[src/rtl/parking_pkg.sv]
// rtl/parking_pkg.sv - shared types and constants for the parking request scheduler
package parking_pkg;

    localparam int PLATE_W = 16;
    localparam int FLOOR_W = 3;

    typedef enum logic [1:0] {
        CMD_NONE = 2'd0,
        CMD_IN   = 2'd1,
        CMD_OUT  = 2'd2,
        CMD_LEAK = 2'd3
    } cmd_type_t;

    typedef enum logic [1:0] {
        ST_IDLE  = 2'd0,
        ST_OFFER = 2'd1,
        ST_BUSY  = 2'd2
    } state_t;

    typedef struct packed {
        cmd_type_t            typ;
        logic [PLATE_W-1:0]   plate;
        logic [FLOOR_W-1:0]   floor;
    } cmd_t;

    localparam int CMD_W = $bits(cmd_t);

    function automatic cmd_t make_cmd(input cmd_type_t typ,
                                      input logic [PLATE_W-1:0] plate,
                                      input logic [FLOOR_W-1:0] floor);
        cmd_t c;
        c.typ   = typ;
        c.plate = plate;
        c.floor = floor;
        return c;
    endfunction

endpackage

[src/rtl/parking_req_fifo.sv]
// rtl/parking_req_fifo.sv - synchronous request FIFO; a push into a full FIFO is taken only alongside a pop
module parking_req_fifo #(
    parameter int DEPTH = 4,
    parameter int WIDTH = 8
) (
    input  logic             clock,
    input  logic             reset,
    input  logic             i_push,
    input  logic [WIDTH-1:0] i_data,
    input  logic             i_pop,
    output logic [WIDTH-1:0] o_head,
    output logic             o_full,
    output logic             o_empty
);
    localparam int AW = (DEPTH > 1) ? $clog2(DEPTH) : 1;
    localparam int CW = $clog2(DEPTH + 1);
    localparam logic [CW-1:0] FULL_CNT = CW'(DEPTH);

    logic [WIDTH-1:0] r_mem [DEPTH];
    logic [AW-1:0]    r_wr_ptr;
    logic [AW-1:0]    r_rd_ptr;
    logic [CW-1:0]    r_count;
    logic             w_do_push;
    logic             w_do_pop;

    assign o_full    = (r_count == FULL_CNT);
    assign o_empty   = (r_count == '0);
    assign w_do_pop  = i_pop && !o_empty;
    assign w_do_push = i_push && (!o_full || w_do_pop);
    assign o_head    = r_mem[r_rd_ptr];

    always_ff @(posedge clock) begin
        if (w_do_push) begin
            r_mem[r_wr_ptr] <= i_data;
        end
    end

    // Pointers wrap naturally because DEPTH is a power of two.
    always_ff @(posedge clock or posedge reset) begin
        if (reset) begin
            r_wr_ptr <= '0;
            r_rd_ptr <= '0;
            r_count  <= '0;
        end else begin
            if (w_do_push) begin
                r_wr_ptr <= r_wr_ptr + 1'b1;
            end
            if (w_do_pop) begin
                r_rd_ptr <= r_rd_ptr + 1'b1;
            end
            case ({w_do_push, w_do_pop})
                2'b10:   r_count <= r_count + 1'b1;
                2'b01:   r_count <= r_count - 1'b1;
                default: r_count <= r_count;
            endcase
        end
    end

endmodule

[src/rtl/parking_request_scheduler.sv]
// rtl/parking_request_scheduler.sv - queues in/out requests and leak events, offers one command at a time to the elevator
module parking_request_scheduler #(
    parameter int DEPTH   = 4,
    parameter int PLATE_W = parking_pkg::PLATE_W,
    parameter int FLOOR_W = parking_pkg::FLOOR_W
) (
    input  logic               clock,
    input  logic               reset,
    input  logic [PLATE_W-1:0] license_plate,
    input  logic               in_mode,
    input  logic               out_mode,
    input  logic               leakage,
    input  logic [FLOOR_W-1:0] leakage_floor,
    input  logic               todo_accept,
    input  logic               todo_done,
    output logic               todo_exists,
    output logic               todo_in,
    output logic               todo_out,
    output logic               todo_leak_move,
    output logic [PLATE_W-1:0] todo_license_plate,
    output logic [FLOOR_W-1:0] todo_floor,
    output logic               busy,
    output logic               req_drop,
    output logic [7:0]         drop_count
);
    import parking_pkg::*;

    state_t             r_state;
    state_t             w_state_next;
    cmd_t               r_cur;
    cmd_t               w_offer;
    cmd_t               w_out;
    cmd_t               w_fifo_head;
    cmd_t               w_push_cmd;
    logic [CMD_W-1:0]   w_fifo_head_bits;
    logic               w_fifo_full;
    logic               w_fifo_empty;
    logic               w_offer_valid;
    logic               w_accept;
    logic               w_pop;
    logic               w_leak_taken;
    logic               w_req_ok;
    logic               w_push;
    logic               w_drop;
    logic               w_leak_event;
    logic               r_leak_pending;
    logic               r_leak_prev;
    logic [FLOOR_W-1:0] r_leak_floor;
    logic [FLOOR_W-1:0] r_leak_floor_prev;
    logic               r_req_drop;
    logic [7:0]         r_drop_count;

    assign w_req_ok = (in_mode ^ out_mode) && (license_plate != '0);
    assign w_push   = w_req_ok && (!w_fifo_full || w_pop);
    assign w_drop   = (in_mode || out_mode) && !w_push;

    always_comb begin
        w_push_cmd = make_cmd(CMD_OUT, license_plate, '0);
        if (in_mode) begin
            w_push_cmd = make_cmd(CMD_IN, license_plate, '0);
        end
    end

    parking_req_fifo #(
        .DEPTH (DEPTH),
        .WIDTH (CMD_W)
    ) u_fifo (
        .clock   (clock),
        .reset   (reset),
        .i_push  (w_push),
        .i_data  (w_push_cmd),
        .i_pop   (w_pop),
        .o_head  (w_fifo_head_bits),
        .o_full  (w_fifo_full),
        .o_empty (w_fifo_empty)
    );

    assign w_fifo_head = cmd_t'(w_fifo_head_bits);

    // A held leak recaptures only when it re-rises or moves to another floor.
    assign w_leak_event = leakage && (!r_leak_prev || (leakage_floor != r_leak_floor_prev));

    always_ff @(posedge clock or posedge reset) begin
        if (reset) begin
            r_leak_prev       <= 1'b0;
            r_leak_floor_prev <= '0;
            r_leak_pending    <= 1'b0;
            r_leak_floor      <= '0;
        end else begin
            r_leak_prev       <= leakage;
            r_leak_floor_prev <= leakage_floor;
            if (w_leak_event) begin
                r_leak_pending <= 1'b1;
                r_leak_floor   <= leakage_floor;
            end else if (w_leak_taken || !leakage) begin
                r_leak_pending <= 1'b0;
            end
        end
    end

    always_comb begin
        w_offer = '0;
        if (r_leak_pending) begin
            w_offer = make_cmd(CMD_LEAK, '0, r_leak_floor);
        end else if (!w_fifo_empty) begin
            w_offer = w_fifo_head;
        end
    end

    assign w_offer_valid = r_leak_pending || !w_fifo_empty;
    assign w_pop         = w_accept && !r_leak_pending;
    assign w_leak_taken  = w_accept && r_leak_pending;

    always_comb begin
        w_state_next = r_state;
        w_out        = '0;
        w_accept     = 1'b0;
        case (r_state)
            ST_IDLE: begin
                if (w_offer_valid) begin
                    w_state_next = ST_OFFER;
                end
            end
            ST_OFFER: begin
                if (w_offer_valid) begin
                    w_out = w_offer;
                    if (todo_accept) begin
                        w_accept     = 1'b1;
                        w_state_next = ST_BUSY;
                    end
                end else begin
                    w_state_next = ST_IDLE;
                end
            end
            ST_BUSY: begin
                w_out = r_cur;
                if (todo_done) begin
                    w_state_next = w_offer_valid ? ST_OFFER : ST_IDLE;
                end
            end
            default: w_state_next = ST_IDLE;
        endcase
    end

    always_ff @(posedge clock or posedge reset) begin
        if (reset) begin
            r_state      <= ST_IDLE;
            r_cur        <= '0;
            r_req_drop   <= 1'b0;
            r_drop_count <= '0;
        end else begin
            r_state    <= w_state_next;
            r_req_drop <= w_drop;
            if (w_accept) begin
                r_cur <= w_offer;
            end
            if (w_drop && (r_drop_count != 8'hFF)) begin
                r_drop_count <= r_drop_count + 8'd1;
            end
        end
    end

    assign todo_exists        = (w_out.typ != CMD_NONE);
    assign todo_in            = (w_out.typ == CMD_IN);
    assign todo_out           = (w_out.typ == CMD_OUT);
    assign todo_leak_move     = (w_out.typ == CMD_LEAK);
    assign todo_license_plate = w_out.plate;
    assign todo_floor         = w_out.floor;
    assign busy               = (r_state == ST_BUSY);
    assign req_drop           = r_req_drop;
    assign drop_count         = r_drop_count;

endmodule
[config.mk]
export PLATFORM = sky130hd
export DESIGN_NAME = parking_request_scheduler
export DESIGN_NICKNAME = d
export VERILOG_FILES = /design/src/rtl/parking_pkg.sv /design/src/rtl/parking_req_fifo.sv /design/src/rtl/parking_request_scheduler.sv
export SDC_FILE = /design/constraint.sdc
export NUM_CORES = 1
export LEC_CHECK = 0
export ABC_AREA = 0
export BUFFER_PORTS_ARGS = -buffer_cell sky130_fd_sc_hd__buf_2
export CORE_MARGIN = 5
export CORE_UTILIZATION = 30
export CTS_CLUSTER_SIZE = 16
export DETAILED_ROUTE_END_ITERATION = 6
export GPL_TIMING_DRIVEN = 0
export SYNTH_ARGS = -nofsm -noshare
export SYNTH_HDL_FRONTEND = slang
export SYNTH_HIERARCHICAL = 1
export SYNTH_SLANG_ARGS = --single-unit
[constraint.sdc]
create_clock -name clock -period 3.6 [get_ports clock]
set_input_delay 1.08 -clock clock [delete_from_list [all_inputs] [get_ports clock]]
set_output_delay 1.08 -clock clock [all_outputs]
set_load 0.05 [all_outputs]
==> flow_metrics.tcl <==
set metrics [dict create \
    clkLatencyLatePin_ps 420 \
    drtAntennaViolNets 0 \
    die_y_um 147 \
    cts_sinks 131 \
    slew_violations 0 \
    start_util_pct 30.3 \
    die_area_mm2 0.0216 \
    cp_cell_sequence "inv_1 > ha_1 > nor3b_4 > clkbuf_4 > a22oi_1 > nor2b_1 > buf_2" \
    max_slew_margin_pct 42.5 \
    drive_above_1_share_pct 28.5 \
    cp.required_ps 2520 \
    r2r_start "u_fifo/r_count[0]" \
    fillers 1736 \
    synthArstFlopShare_pct 35.9 \
    synth-seq-cells 131 \
    routed_wl_um 12600 \
    drt_iter0_drc 203 \
    antenna_found_initial 2 \
    gr-usage-all-layers_pct 12.1 \
    avgViaCountPerCell 4.73 \
    cpLargestDelayFamily "buffers and inverters" \
    final.setup_skew_ps 13.8 \
    rsz0062_at_grt "false" \
    drc_errors 0 \
    hold_buffers 0 \
    setup_violations 0 \
    crit_type "register to output port" \
    fin_util_pct 37.4 \
    yosysTopAreaCell "edfxtp_1" \
    grt_pass1_vias 3577 \
    pwr_density_cell_mw_per_mm2 902 \
    wl_per_cell_um 17.4 \
    grt_max_degree 41 \
    first_pass_iters 5 \
    antennaDiodeCount 0 \
    crit_cells 7 \
    max_cap_viol_count 0 \
    critPathBufInv 3 \
    cp_slowest_stage_delay_ps 410 \
    h-tree-depth 4 \
    syn2layout_area_growth_pct 23.2 \
    cts-root-buf "clkbuf_16" \
    netlist_instances 385 \
    fin_hold_ws_ps 480 \
    synth_edf_count 84 \
    reg2reg_slack_ps 630 \
    ir_worst_vdd_uv 236 \
    ys.flop_type "edfxtp_1" \
    cts_tree "done" \
    hold_viol_final 0 \
    nets 513 \
    synth_area_mm2 0.00564 \
    synth_commonest_cells "84 x edfxtp_1, 47 x dfrtp_1, 47 x nand2_1, 28 x o21ai_0, 21 x mux4_2" \
    fmaxAchievable_mhz 288 \
    dpl.hpwl_um 8840 \
    cts.reportedPaths.clkPinSlew_ps 50 \
    io_buffers 58 \
    syn_avg_cell_area_um2 14.6 \
    yosysWarningCount 6 \
    period_share_pct 96.4 \
    clk_path_buf_depth 2 \
    layout_setup_ws_ps 130 \
    core_region_area_mm2 0.0186 \
    crit_path_top_delay_cell "dfrtp_1" \
    outcome "finished clean" \
    worst_pin_slew_ps 862 \
    reg2reg_to "u_fifo/r_count[2]" \
    startpoint "r_state[1]" \
    io_pins 59 \
    min_path_type "register to register" \
    gp_congestion 0.809 \
    fp-row-count 50 \
    min_period_ps 3470 \
    die_w_um 147 \
    via_count 3415 \
    grt.overflow.total 0 \
    startpoint_type "register" \
    p_leak_nw 2.71 \
    crit_end "todo_license_plate[15]" \
    cts_buffers 17 \
    dp_slack_ps -99.1 \
    synthTopCellsByArea "edfxtp_1 45%, dfrtp_1 21%, mux4_2 8.4%, nand2_1 3.1%, a22oi_1 2.5%" \
    cp_data_arrival_time_ps 2390 \
    ys_types 45 \
    cp_max_fo 10 \
    synth.most_common_cell "edfxtp_1" \
    seq_area_frac_synth_pct 65.6 \
    yosys.area.top_type_share_pct 44.8 \
    grt_pass1_wl_um 19900 \
    reg2reg_depth 13 \
    end_kind "output port" \
]
## metal layers
metal	global-route usage [%]	wire [um]	vias to the layer above
met1	14.7	5420	1698
met4	4.61	232	4
li1	-	-	1602
met3	4.63	801	20
met5	0	27	-
met2	19.5	6100	91
## logic make-up (layout without fill, tap and decap cells)
logic type | Yosys count | count (layout) | synth area share (%)
xor+xnor | 14 | 14 | 2.18
fa+ha+maj | 12 | 12 | 2.80
other cells | 1 | 12 | 0.0665
mux | 29 | 29 | 10.1
buf+inv | 33 | 125 | 2.40
flops | 131 | 131 | 65.6
compound gates | 61 | 61 | 7.13
simple gates | 104 | 104 | 9.72
## layout by cell type, fill, tap and decap left out, types with 4 or more instances in the layout
master,Yosys,routed
nor2_1,6,5
clkbuf_16,0,17
a21oi_1,5,5
mux2_2,4,4
and2_1,5,5
nor2b_1,18,18
nand4_1,4,4
a22oi_1,19,19
clkbuf_1,7,8
ha_1,11,11
buf_2,6,60
clkinv_4,0,5
buf_4,1,6
inv_1,17,16
nand2_1,47,47
edfxtp_1,84,84
bufinv_16,0,4
conb_1,1,12
and2_2,4,4
nor4_1,4,4
dfrtp_1,47,47
xnor2_1,11,11
o21ai_0,28,27
mux4_2,21,21
## final cells by class
class                      count  area [um^2]  area share [%]
multi-input combinational    232         1850            26.7
sequential                   131         3700            53.3
inverter                      17         63.8           0.919
buffer                        16          106            1.53
clock inverter                12          181            2.61
tap                          234          293            4.22
clock buffer                  20          437            6.29
timing repair buffer          60          313            4.51
## registers in the layout, indices dropped and copies added, names as in the netlist, 2 cells and up
register	count
r_state	2
r_leak_floor	3
drop_count	8
u_fifo/r_mem	84
u_fifo/r_count	3
r_cur	21
r_leak_floor_prev	3
u_fifo/r_rd_ptr	2
u_fifo/r_wr_ptr	2
## power by group
group          switching (W)  internal [W]  total (W)
registers           0.000189       0.00203    0.00222
logic                0.00143      0.000832    0.00226
clock network       0.000623       0.00116    0.00178
total                0.00224       0.00402    0.00626
## how the worst min path moves through the flow
stage,startpoint,endpoint,slack (ps),cells after the start
2_1_floorplan,r_cur[0],r_cur[0],450,2
3_3_place_gp,r_cur[13],r_cur[13],460,2
3_5_place_dp,r_cur[11],r_cur[11],470,2
4_1_cts,r_cur[19],r_cur[19],480,2
5_1_grt,r_cur[19],r_cur[19],500,2
6_report,r_cur[19],r_cur[19],480,2
## worst register-to-register path, cell delays in order, from the launching register on
cell	delay, ps
dfrtp_1	430
nor3_2	450
nor3b_4	110
buf_4	200
a21bo_1	240
and3_1	200
o21a_4	140
inv_1	60
ha_1	180
inv_1	60
fa_1	370
xor2_1	150
nor2_1	140
xor2_1	160
## through the flow
step / cell area, um^2 / total power [W] / instances / TNS [ps]
floorplan: 5680 / 0.00383 / 396 / 0
global route: 6940 / 0.00661 / 722 / 0
CTS: 6910 / 0.00629 / 721 / 0
detailed placement: 6260 / 0.00444 / 688 / -99.1
global placement: 6260 / 0.00437 / 688 / -38.5
finish: 6940 / 0.00626 / 722 / 0
## what timing repair did
item                       in CTS  in global routing
buffers inserted                1                  1
pin swaps                       0                  1
gates cloned                    0                  0
resized for setup              11                 12
setup endpoints to repair      16                 10
(Power assumes the default switching activity.)
